--- src/rtl/reg_access_pkg.sv ---
// Shared widths and FSM encoding for the debug register-access controller.
package reg_access_pkg;

    localparam int XLEN = 32;
    localparam int AW   = 5;

    typedef enum logic [1:0] {
        S_IDLE      = 2'd0,
        S_HALT_WAIT = 2'd1,
        S_ACCESS    = 2'd2,
        S_RESP      = 2'd3
    } state_t;

endpackage

--- src/rtl/reg_access_if.sv ---
// Command/response channel between the debug transport (master) and the
// register-access controller (slave).
interface reg_access_if;
    import reg_access_pkg::*;

    logic            cmd_valid;
    logic            cmd_ready;
    logic            cmd_write;
    logic [AW-1:0]   cmd_addr;
    logic [XLEN-1:0] cmd_data;
    logic [AW-1:0]   cmd_count;
    logic            rsp_valid;
    logic            rsp_ready;
    logic [XLEN-1:0] rsp_data;
    logic            rsp_err;

    modport master (
        output cmd_valid, cmd_write, cmd_addr, cmd_data, cmd_count, rsp_ready,
        input  cmd_ready, rsp_valid, rsp_data, rsp_err
    );

    modport slave (
        input  cmd_valid, cmd_write, cmd_addr, cmd_data, cmd_count, rsp_ready,
        output cmd_ready, rsp_valid, rsp_data, rsp_err
    );

endinterface

--- src/rtl/reg_access_halt_timer.sv ---
// Halt-wait timer: counts enabled cycles from zero and flags when the count
// reaches HALT_TIMEOUT-1. Saturates there until cleared.
module reg_access_halt_timer #(
    parameter int HALT_TIMEOUT = 64
) (
    input  logic clk,
    input  logic rst,
    input  logic clr,
    input  logic en,
    output logic expired
);

    localparam int CW = $clog2(HALT_TIMEOUT);

    logic [CW-1:0] count;

    assign expired = (count == CW'(HALT_TIMEOUT - 1));

    // Count while enabled; clear restarts from zero for the next halt attempt.
    always_ff @(posedge clk) begin
        if (rst || clr) begin
            count <= '0;
        end else if (en && !expired) begin
            count <= count + CW'(1);
        end
    end

endmodule

--- src/rtl/reg_access_ctrl.sv ---
// Debug-side register file initiator. Takes one read/write command, halts the
// core, performs a single regfile access, then returns a response.
// Optional feature macro: REG_ACCESS_BURST_EN (repeat the access over
// consecutive registers using cmd_count, one response per access).
module reg_access_ctrl
    import reg_access_pkg::*;
#(
    parameter int HALT_TIMEOUT = 64
) (
    input  logic            clk_Regs,
    input  logic            rst_Regs,
    reg_access_if.slave     bus,
    output logic            halt_req,
    input  logic            halted,
    output logic            Reg_Write,
    output logic [AW-1:0]   W_Addr,
    output logic [XLEN-1:0] W_Data,
    output logic [AW-1:0]   R_Addr_A,
    input  logic [XLEN-1:0] R_Data_A
);

    state_t          state;
    state_t          next_state;

    logic            op_write;
    logic [AW-1:0]   op_addr;
    logic [XLEN-1:0] op_data;
    logic [XLEN-1:0] rsp_data_q;
    logic            rsp_err_q;

    logic            timer_expired;
    logic            burst_more;
    logic            burst_overflow;
    logic [AW-1:0]   access_addr;

`ifdef REG_ACCESS_BURST_EN
    logic [AW-1:0]   op_count;

    // Another access follows only if accesses remain and the address can
    // still advance; at x31 the burst stops and that response is flagged.
    assign burst_more     = (op_count != '0) && (op_addr != '1);
    assign burst_overflow = (op_count != '0) && (op_addr == '1);
`else
    assign burst_more     = 1'b0;
    assign burst_overflow = 1'b0;
`endif

    // Address for the upcoming access: the next register when a burst
    // continues straight from RESP, otherwise the latched command address.
    assign access_addr = (state == S_RESP) ? (op_addr + AW'(1)) : op_addr;

    reg_access_halt_timer #(
        .HALT_TIMEOUT (HALT_TIMEOUT)
    ) u_halt_timer (
        .clk     (clk_Regs),
        .rst     (rst_Regs),
        .clr     (state != S_HALT_WAIT),
        .en      (state == S_HALT_WAIT),
        .expired (timer_expired)
    );

    // State register.
    always_ff @(posedge clk_Regs) begin
        if (rst_Regs) begin
            state <= S_IDLE;
        end else begin
            state <= next_state;
        end
    end

    // Next-state logic. halted wins over the timeout on the final wait cycle.
    always_comb begin
        next_state = state;
        case (state)
            S_IDLE: begin
                if (bus.cmd_valid) next_state = S_HALT_WAIT;
            end
            S_HALT_WAIT: begin
                if (halted)             next_state = S_ACCESS;
                else if (timer_expired) next_state = S_RESP;
            end
            S_ACCESS: begin
                next_state = S_RESP;
            end
            S_RESP: begin
                if (bus.rsp_ready) next_state = burst_more ? S_ACCESS : S_IDLE;
            end
            default: next_state = S_IDLE;
        endcase
    end

    // Moore outputs. Writes to x0 are suppressed here and reported as errors.
    always_comb begin
        bus.cmd_ready = (state == S_IDLE);
        bus.rsp_valid = (state == S_RESP);
        halt_req      = (state != S_IDLE);
        Reg_Write     = (state == S_ACCESS) && op_write && (op_addr != '0);
    end

    assign bus.rsp_data = rsp_data_q;
    assign bus.rsp_err  = rsp_err_q;

    // Command latch and response capture.
    always_ff @(posedge clk_Regs) begin
        if (rst_Regs) begin
            op_write   <= 1'b0;
            op_addr    <= '0;
            op_data    <= '0;
            rsp_data_q <= '0;
            rsp_err_q  <= 1'b0;
`ifdef REG_ACCESS_BURST_EN
            op_count   <= '0;
`endif
        end else begin
            case (state)
                S_IDLE: begin
                    if (bus.cmd_valid) begin
                        op_write <= bus.cmd_write;
                        op_addr  <= bus.cmd_addr;
                        op_data  <= bus.cmd_data;
`ifdef REG_ACCESS_BURST_EN
                        op_count <= bus.cmd_count;
`endif
                    end
                end
                S_HALT_WAIT: begin
                    if (!halted && timer_expired) begin
                        rsp_data_q <= '0;
                        rsp_err_q  <= 1'b1;
`ifdef REG_ACCESS_BURST_EN
                        // A timed-out command never continues as a burst.
                        op_count   <= '0;
`endif
                    end
                end
                S_ACCESS: begin
                    if (op_write) begin
                        rsp_data_q <= '0;
                        rsp_err_q  <= (op_addr == '0) || burst_overflow;
                    end else begin
                        rsp_data_q <= R_Data_A;
                        rsp_err_q  <= burst_overflow;
                    end
                end
                S_RESP: begin
                    if (bus.rsp_ready) begin
                        rsp_data_q <= '0;
                        rsp_err_q  <= 1'b0;
`ifdef REG_ACCESS_BURST_EN
                        if (burst_more) begin
                            op_addr  <= op_addr + AW'(1);
                            op_count <= op_count - AW'(1);
                        end
`endif
                    end
                end
                default: ;
            endcase
        end
    end

    // Regfile address/data registers change only when an access begins, so
    // they hold their last value between accesses.
    always_ff @(posedge clk_Regs) begin
        if (rst_Regs) begin
            W_Addr   <= '0;
            W_Data   <= '0;
            R_Addr_A <= '0;
        end else if (next_state == S_ACCESS && state != S_ACCESS) begin
            if (op_write) begin
                W_Addr <= access_addr;
                W_Data <= op_data;
            end else begin
                R_Addr_A <= access_addr;
            end
        end
    end

endmodule
--- src/flat_wrapper.sv ---
// flat-port wrapper written by rule: the top's interface ports become plain ports
module reg_access_ctrl_flat import reg_access_pkg::*;
#(
    parameter int HALT_TIMEOUT = 64
)
  (clk_Regs, rst_Regs, halt_req, halted, Reg_Write, W_Addr, W_Data, R_Addr_A, R_Data_A, bus_cmd_valid, bus_cmd_write, bus_cmd_addr, bus_cmd_data, bus_cmd_count, bus_rsp_ready, bus_cmd_ready, bus_rsp_valid, bus_rsp_data, bus_rsp_err);
  reg_access_if bus_i ();
  input  logic clk_Regs;
  input  logic rst_Regs;
  output logic halt_req;
  input  logic halted;
  output logic Reg_Write;
  output logic [AW-1:0] W_Addr;
  output logic [XLEN-1:0] W_Data;
  output logic [AW-1:0] R_Addr_A;
  input  logic [XLEN-1:0] R_Data_A;
  input wire logic [$bits(bus_i.cmd_valid)-1:0] bus_cmd_valid;
  input wire logic [$bits(bus_i.cmd_write)-1:0] bus_cmd_write;
  input wire logic [$bits(bus_i.cmd_addr)-1:0] bus_cmd_addr;
  input wire logic [$bits(bus_i.cmd_data)-1:0] bus_cmd_data;
  input wire logic [$bits(bus_i.cmd_count)-1:0] bus_cmd_count;
  input wire logic [$bits(bus_i.rsp_ready)-1:0] bus_rsp_ready;
  output wire logic [$bits(bus_i.cmd_ready)-1:0] bus_cmd_ready;
  output wire logic [$bits(bus_i.rsp_valid)-1:0] bus_rsp_valid;
  output wire logic [$bits(bus_i.rsp_data)-1:0] bus_rsp_data;
  output wire logic [$bits(bus_i.rsp_err)-1:0] bus_rsp_err;
  assign bus_i.cmd_valid = bus_cmd_valid;
  assign bus_i.cmd_write = bus_cmd_write;
  assign bus_i.cmd_addr = bus_cmd_addr;
  assign bus_i.cmd_data = bus_cmd_data;
  assign bus_i.cmd_count = bus_cmd_count;
  assign bus_i.rsp_ready = bus_rsp_ready;
  assign bus_cmd_ready = bus_i.cmd_ready;
  assign bus_rsp_valid = bus_i.rsp_valid;
  assign bus_rsp_data = bus_i.rsp_data;
  assign bus_rsp_err = bus_i.rsp_err;
  reg_access_ctrl #(.HALT_TIMEOUT(HALT_TIMEOUT)) u_core (.clk_Regs(clk_Regs), .rst_Regs(rst_Regs), .bus(bus_i), .halt_req(halt_req), .halted(halted), .Reg_Write(Reg_Write), .W_Addr(W_Addr), .W_Data(W_Data), .R_Addr_A(R_Addr_A), .R_Data_A(R_Data_A));
endmodule
--- config.mk ---
export PLATFORM = sky130hd
export DESIGN_NAME = reg_access_ctrl_flat
export DESIGN_NICKNAME = d
export VERILOG_FILES = /design/src/rtl/reg_access_pkg.sv /design/src/rtl/reg_access_if.sv /design/src/rtl/reg_access_halt_timer.sv /design/src/rtl/reg_access_ctrl.sv /design/src/flat_wrapper.sv
export SDC_FILE = /design/constraint.sdc
export NUM_CORES = 1
export LEC_CHECK = 0
export CORE_UTILIZATION = 41
export CTS_CLUSTER_DIAMETER = 80
export DETAILED_ROUTE_END_ITERATION = 7
export PLACE_DENSITY_LB_ADDON = 0.15
export SLEW_MARGIN = 15
export SYNTH_ARGS = -nofsm -noshare
export SYNTH_HDL_FRONTEND = slang
export SYNTH_SLANG_ARGS = --single-unit
--- constraint.sdc ---
create_clock -name clk_Regs -period 1.58 [get_ports clk_Regs]
set_input_delay 0.237 -clock clk_Regs [delete_from_list [all_inputs] [get_ports clk_Regs]]
set_output_delay 0.237 -clock clk_Regs [all_outputs]
set_load 0.1 [all_outputs]
; ---- Word-level counts from Yosys, hierarchy flattened
; Index checks and enable logic that the tools add are counted.
[word_totals]
register_bits = 121
in_bits = 80
elab_cells = 53
output_inout_bits = 79
[classes]
addsub = 2
reduce_logical = 17
muxes = 14
bitwise_logic = 1
n_eq_ne = 9
[op_table]
columns = cell, n
row1 = $mux W32, 3
row2 = $pmux W32 S3, 1
row3 = $mux W2, 4
row4 = $pmux W2 S4, 1
row5 = $add A6 B1 Y6 const B, 1
row6 = $eq A2 B2 Y1 const B, 3
row7 = $eq A6 B6 Y1 const B, 1
row8 = $reduce_and A2 Y1, 3
row9 = $add A5 B1 Y5 const B, 1
row10 = $logic_and A1 B1 Y1, 5
row11 = $logic_not A5 Y1, 1
row12 = $mux W5, 1
row13 = $reduce_bool A5 Y1, 1
row14 = $ne A2 B1 Y1 const B, 2
row15 = $ne A2 B2 Y1 const B, 2
row16 = $mux W1, 3
row17 = $pmux W1 S3, 1
row18 = $reduce_and A3 Y1, 1
row19 = $reduce_bool A3 Y1, 1
row20 = $eq A2 B1 Y1 const B, 1
row21 = $logic_not A1 Y1, 2
row22 = $logic_not A2 Y1, 1
row23 = $reduce_bool A2 Y1, 1
row24 = $logic_or A1 B1 Y1, 1
row25 = $not A1 Y1, 1

; ---- Depth between registers and ports, before layout
; Gate-level depths: netlist of the first run.
[depth]
depth_word = 7
ltp_mapped = 7
ltp_nobuf = 5

; ---- Modules after synthesis
; From an unflattened synthesis of the first run, not the netlist that was laid out.
[hier_totals]
cells_unflattened = 478
area_unflattened_um2 = 4300.4
[by_module_without_submodules]
columns = mod, n_inst, area_per_inst_um2, cells_each
row1 = reg_access_ctrl, 1, 4001.3, 446
row2 = reg_access_halt_timer, 1, 299.0, 32

; ---- Least setup slack after synthesis of the first run
; Ideal clock, no wire load.
[synth_timing]
path_type = reg-to-output
start = reg u_core.op_addr[0]
end = out Reg_Write
t_required_ps = 1343
stages_incl_launch_ff = 5
arrival_ps = 3623
path_slack_ps = -2280
path_cell_list = dfxtp_1 > inv_1 > ha_1 > nor4b_1 > nor4bb_1
[synth_via]
elab_chain_cells = 2
[synth_rtl]
columns = item, line_no
row1 = from (decl), reg_access_ctrl.sv:26  ; logic [AW-1:0] op_addr;
row2 = from (signal assigned), reg_access_ctrl.sv:119  ; op_addr <= bus.cmd_addr;
row3 = $reduce_bool A5 Y1, reg_access_ctrl.sv:97  ; Reg_Write = (state == S_ACCESS) && op_write && (op_addr != '0);
row4 = $logic_and A1 B1 Y1, reg_access_ctrl.sv:97
row5 = to (decl), flat_wrapper.sv:12  ; output logic Reg_Write;
; Every way passes these cells.

; ---- Worst setup path in the final report of the first run
[layout_timing]
start = reg u_core.op_addr[1]
end = out Reg_Write
; The elaborated chain is that of the path after synthesis.

==> key figures, run 1 <==
Outcome
  • Status: complete, but fails checks
  • Failing checks: negative setup slack

Placement
  • DP Worst Slack: -0.194 ns
  • HPWL after detailed placement: 8580 microns
  • RD Place Congestion: 0.771
  • Buffers on Ports: 153

Route
  • DRT iter0 DRCs: 263
  • Antenna Violating Nets Remaining: 0
  • Final WL: 12600 microns
  • Via count: 4320
  • DRC errors left: 0
  • Initial DRT Pass Iterations: 4
  • Vias per inst: 4.98
  • Detailed-route wire length per cell: 14.5 microns

Worst setup path
  • Arrival @ worst endpoint: 1.62 ns
  • CP Capture Type: output port
  • R2r startpoint: u_core.state[0]$_SDFF_PP0_
  • Flop2flop setup slack: 0.06 ns
  • Req. time, crit path: 1.34 ns
  • Worst R2R Path Depth: 6
  • WS Path Type: reg2out
  • Reg2Reg Capture Point: u_core.op_data[18]$_SDFFE_PP0P_
  • Critical Path Start Type: flop
  • Worst-path fanout max: 2

Timing
  • Worst-margin pin slew: 0.410 ns
  • Hold Vio Cnt, Final: 0
  • Post-route setup slack: -0.273 ns
  • Pins over their slew limit: 0
  • Final critical-path required period: 1.85 ns
  • Max Freq: 0.540 GHz
  • Setup-failing EPs final: 2
  • RSZ-0062 raised after global routing: yes
  • Max_slew headroom: 72.6%
  • Clock Skew: 0.00647 ns
  • Final period utilization: 117%

Synth
  • Cell taking the most area after synthesis: dfxtp_1
  • Most common cell in the netlist: nand2_1
  • Synth cell types: 41
  • Main synth FF type: dfxtp_1
  • Post-Synthesis Mean Instance Area: 8.48 sq um
  • Share of the synthesized area in the top cell type: 51.7%
  • Number of synthesis warnings: 0
  • Syn_nets: 635
  • Post-Syn Area: 4680 sq um
  • Asr flop ratio synth: 0%
  • Synth Instances: 552
  • FF+latch count, synth: 121
  • Top cells by area, synth: dfxtp_1 52%, nand2_1 15%, a21oi_1 8.0%, o31ai_2 8.0%, inv_1 3.0%
  • Number of synthesized flops with an enable pin: 0
  • Most frequent cells after synthesis: 181 x nand2_1, 121 x dfxtp_1, 75 x a21oi_1, 37 x inv_1, 30 x o31ai_2
  • Sequential cell area fraction in the yosys report: 51.7%

Finish
  • Final Net Count: 799
  • Share of cells above drive strength 1: 26.7%
  • Utilization after layout: 73.1%
  • Synth-to-layout area growth: 71.3%
  • Ant diodes: 0

Power
  • Total leakage power: 2.96 nW
  • Maximum vdd drop: 0.000606 V
  • Power Dens Cells: 1040 nW/um^2

Min path
  • WHS Path Cells: 2
  • Worst hold path class: in2reg
  • Hold wc startpoint: rst_Regs
  • Hold EP: u_core.R_Addr_A[3]$_SDFFE_PP0P_

Global routing
  • Initial antenna violation count: 0
  • Total GRT Usage: 22.0%
  • Global route overflow: 0
  • First-pass GRT wire length: 19900 microns
  • Vias in the first global route: 4196
  • Largest net degree at the start of global routing: 40

CTS
  • H-tree Lvls: 4
  • Total CTS buffers: 17
  • CTS tree: built
  • CTS Sinks: 121
  • Max clock buf depth: 2
  • Worst skew pair latency: 0.40 ns
  • Clock transition at the registers of the reported paths: 0.05 ns
  • Root buf cell: clkbuf_16
  • Hold-fix buffers at CTS: 0

Die
  • Ports: 159
  • Area of the die: 11900 sq um
  • Overall die height: 109 microns
  • Core Area: 11000 sq um
  • Rows: 38
  • Die W: 109 microns
  • Initial Utilization: 42.6%

Run
  • MaxCap Viol Count: 0
==> cell families (layout without fill, tap and decap cells) <==
group / count (synthesis) / in the layout / synth area share [%]
fa+ha+maj: 3 / 3 / 0.802
xor+xnor: 2 / 2 / 0.374
buf+inv: 77 / 252 / 7.13
simple gates: 219 / 219 / 19.7
compound gates: 125 / 125 / 19.2
flops: 121 / 121 / 51.7
mux: 5 / 5 / 1.10
==> area by class of cell <==
cell class                      count  area [sq um]
Sequential cell                   121          2430
Inverter                           37           143
Multi-Input combinational cell    354          2030
Fill cell                         804          2960
Timing Repair Buffer              185          2640
Clock buffer                       23           508
Clock inverter                      7          90.1
Tap cell                          140           175
==> layout by cell type, fill, tap and decap left out, types with 4 or more instances in the layout <==
master             n
nor2_1            11
buf_4             23
a211oi_1           9
nand2_1          180
inv_1             33
buf_12            85
a21oi_1           75
o31ai_2           29
mux2i_1            4
clkbuf_16         17
dfxtp_1          117
clkbuf_8           6
clkdlybuf4s50_1   73
==> worst max-delay path: stages (launching register included) <==
cell and delay, ns:
dfxtp_2 0.34, inv_2 0.04, ha_4 0.14, nor4b_4 0.13, nor4bb_4 0.33, buf_12 0.22
==> worst max-delay path by stage <==
stage,start,endpoint,slack (ns),cells after the start
final,u_core.op_addr[1]$_SDFFE_PP0P_,Reg_Write,-0.27,5
after global routing,u_core.op_addr[0]$_SDFFE_PP0P_,Reg_Write,-0.34,5
after CTS,u_core.op_addr[1]$_SDFFE_PP0P_,Reg_Write,-0.29,5
after detailed placement,halted,u_core.bus.rsp_data[1]$_SDFFE_PP0P_,-0.19,5
after global placement,halted,u_core.bus.rsp_data[1]$_SDFFE_PP0P_,-0.11,5
after floorplan,u_core.op_addr[1]$_SDFFE_PP0P_,Reg_Write,-0.43,4
==> per-layer routing <==
metal  track usage, %  part of all wire [%]  up-vias
li1                 -                     -     2143
met1             26.1                    42     1994
met2             36.3                    49      169
met3             7.11                   8.3       14
met4             9.46                   1.4        0
met5                0                     0        -
==> where the power goes <==
part	total, mW	switching (mW)	internal [mW]
clock network	3.85	1.31	2.55
logic	1.22	0.685	0.534
registers	3.26	0.0907	3.17
total	8.33	2.08	6.25
==> through the flow <==
| stage | power (mW) | hold WS [ns] | setup TNS [ns] | instances | cell area, sq um |
|---|---|---|---|---|---|
| 2_1_floorplan | 3.96 | 0.345 | -0.459 | 552 | 4750 |
| 6_report | 8.33 | 0.252 | -0.333 | 867 | 8020 |
| 4_1_cts | 8.36 | 0.244 | -0.359 | 867 | 7980 |
| 5_1_grt | 8.63 | 0.263 | -0.454 | 867 | 8020 |
| 3_3_place_gp | 4.47 | 0.437 | -3.27 | 828 | 7290 |
| 3_5_place_dp | 4.49 | 0.444 | -6.16 | 828 | 7290 |
==> timing repair <==
item | 4_1_cts | 5_1_grt
setup endpoints to repair | 5 | 56
resized for setup | 6 | 10
pin swaps | 2 | 1
setup buffers | 9 | 0
==> state kept, by name, summed over array words and instances, names as in the netlist <==
name                       cells
u_core.R_Addr_A                5
u_core.W_Addr                  5
u_core.W_Data                 32
u_core.bus.rsp_data           32
u_core.bus.rsp_err             1
u_core.op_addr                 5
u_core.op_data                32
u_core.op_write                1
u_core.state                   2
u_core.u_halt_timer.count      6
Note: power is estimated with default switching activity, not from simulation.
==> run 2: changes to the inputs <==
- SLEW_MARGIN: 15 -> 20
- TNS_END_PERCENT: unset -> 1
==> run 2 against run 1 <==
Effect of this change:
- the run still ends with negative setup slack left
- design area is essentially flat
- setup slack lost 0.0029 ns
- register-to-register slack gained 0.03 ns
- utilization is essentially flat
- die area is the same
- total power grew 4.0%
- global-route usage shrank 1.3 points
- via count shrank 1.1%
- non-clock buffer count shrank 2
- critical path depth is the same
- first-iteration DRC count shrank 23%
- critical endpoint unchanged
==> key figures, run 2 (same netlist as run 1, synthesis figures left out) <==
Timing
  • Setup-failing EPs final: 3 (+1)
  • Clock Skew: 0.00478 ns (-0.00169 ns)
  • Setup total negative slack: -0.386 ns (-0.0526 ns)
  • RSZ-0062 raised after global routing: yes
  • Post-route setup slack: -0.276 ns (-0.00289 ns)
  • Final critical-path required period: 1.86 ns (+0.00289 ns)
  • Max Freq: 0.539 GHz (-0.16%)
  • Hold Vio Cnt, Final: 0 (unchanged)
  • Pins over their slew limit: 0 (unchanged)
  • Worst-margin pin slew: 0.575 ns (+0.164 ns)
  • Max_slew headroom: 61.7% (-11 points)
  • Final period utilization: 117% (+0.18 points)

Die
  • Area of the die: 11900 sq um (unchanged)
  • Initial Utilization: 42.6% (unchanged)
  • Overall die height: 109 microns (unchanged)
  • Core Area: 11000 sq um (unchanged)
  • Ports: 159 (unchanged)
  • Die W: 109 microns (unchanged)
  • Rows: 38 (unchanged)

Route
  • Antenna Violating Nets Remaining: 0 (unchanged)
  • Vias per inst: 4.93 (-1.1%)
  • Final WL: 12200 microns (-3.4%)
  • DRT iter0 DRCs: 202 (-23%)
  • Via count: 4274 (-1.1%)
  • DRC errors left: 0 (unchanged)
  • Initial DRT Pass Iterations: 5 (+1)
  • Detailed-route wire length per cell: 14.0 microns (-3.4%)

Power
  • Power Dens Cells: 1080 nW/um^2 (+4.0%)
  • Total leakage power: 2.97 nW (+0.35%)
  • Maximum vdd drop: 0.000714 V (+18%)

Outcome
  • Status: complete, but fails checks
  • Failing checks: negative setup slack

Finish
  • Ant diodes: 0 (unchanged)
  • Synth-to-layout area growth: 71.4% (about the same)
  • Commonest cells after routing, fill and taps aside: 180 x nand2_1, 117 x dfxtp_1, 86 x buf_12
  • Final Net Count: 797 (-0.25%)
  • Utilization after layout: 73.1% (about the same)
  • Commonest non-fill, non-tap cell in the layout: nand2_1
  • Share of cells above drive strength 1: 26.1% (-0.55 points)

CTS
  • Clock transition at the registers of the reported paths: 0.05 ns (about the same)
  • Max clock buf depth: 2 (unchanged)
  • H-tree Lvls: 4 (unchanged)
  • CTS tree: built
  • Total CTS buffers: 17 (unchanged)
  • CTS Sinks: 121 (unchanged)
  • Worst skew pair latency: 0.40 ns (about the same)
  • Root buf cell: clkbuf_16

Run
  • MaxCap Viol Count: 0 (unchanged)

Worst setup path
  • R2r startpoint: u_core.state[1]$_SDFF_PP0_
  • Req. time, crit path: 1.34 ns (about the same)
  • Critical Path Start Type: flop
  • CP Capture Type: output port
  • CP startpoint: u_core.op_addr[1]$_SDFFE_PP0P_
  • WS Path Type: reg2out
  • Arrival @ worst endpoint: 1.62 ns (about the same)
  • Worst-path fanout max: 2 (unchanged)

Global routing
  • Largest net degree at the start of global routing: 59 (+48%)
  • Total GRT Usage: 20.7% (-1.3 points)
  • Vias in the first global route: 4036 (-3.8%)
  • Global route overflow: 0 (unchanged)
  • Initial antenna violation count: 0 (unchanged)
  • First-pass GRT wire length: 18900 microns (-5.1%)

Placement
  • RD Place Congestion: 0.784 (+1.7%)
  • Buffers on Ports: 153 (unchanged)
  • HPWL after detailed placement: 8270 microns (-3.6%)

Min path
  • Worst hold path class: in2reg
  • Hold wc startpoint: rst_Regs
## run 2: cell count changes in the layout (fill, tap and decap cells not counted), moves of 2 or more
cell,previous run,this run
o31ai_2,29,31
clkinvlp_4,3,5
bufinv_16,2,5
buf_6,3,1
o31ai_4,2,0
clkbuf_1,0,2
clkbuf_8,6,2
clkinv_2,3,1
## run 2: cell type report
class	count	area, sq um
fill	807	2960
timing repair buffer	183	2630
sequential	121	2430
multi-input combinational	354	1990
clock buffer	21	460
clock inverter	11	194
tap	140	175
inverter	37	143
## run 2: per-layer routing
metal  routed length, microns  up-vias  track usage [%]  share of wire, %
met1                     5040     1956             23.8                41
met5                        0        -                0                 0
met4                      173        0             9.27               1.4
li1                         -     2144                -                 -
met2                     6090      160             34.7                50
met3                      862       14             6.93               7.1
## run 2: metrics by stage
stage          setup WS [ns]  hold slack [ns]  cells  cell area [sq um]  power [mW]
6_report              -0.276            0.146    867               8030        8.66
4_1_cts               -0.294            0.130    867               8020        8.74
2_1_floorplan         -0.433            0.345    552               4720        3.95
5_1_grt               -0.354            0.145    867               8030        8.98
3_3_place_gp          -0.107            0.437    831               7320        4.47
3_5_place_dp          -0.141            0.442    831               7320        4.49
## run 2: path summary, 6_finish.rpt
| kind | end | slack (ns) | cells after the start |
|---|---|---|---|
| setup / recovery | Reg_Write | -0.28 | 5 |
| hold / removal | u_core.state[0]$_SDFF_PP0_ | 0.15 | 2 |
| hold reg to reg | u_core.W_Data[20]$_SDFFE_PP0P_ | 0.45 | 2 |
| setup reg to reg | u_core.op_data[28]$_SDFFE_PP0P_ | 0.09 | 5 |
## run 2: what timing repair did
item                                    in CTS  in global routing
hold buffers                                 0                  0
buffers inserted                             4                  0
gates resized for setup                      7                  4
endpoints found under the setup margin       4                 32
pin swaps                                    1                  0
## run 2: where the power goes
part	switching [mW]	total, mW	leakage [nW]	internal, mW
combinational	0.672	1.20	1.68	0.525
sequential	0.0911	3.26	0.984	3.17
clock	1.33	4.21	0.306	2.88
## run 2: critical path: stages (launching register included)
cell	delay [ns]
dfxtp_2	0.33
inv_2	0.04
ha_2	0.17
nor4b_4	0.14
nor4bb_4	0.33
buf_12	0.22
==> run 3: changes to the inputs <==
- CTS_CLUSTER_SIZE: unset -> 28
==> results of run 3 <==
No change in the layout: final DEF, timing and power equal those of run 2.
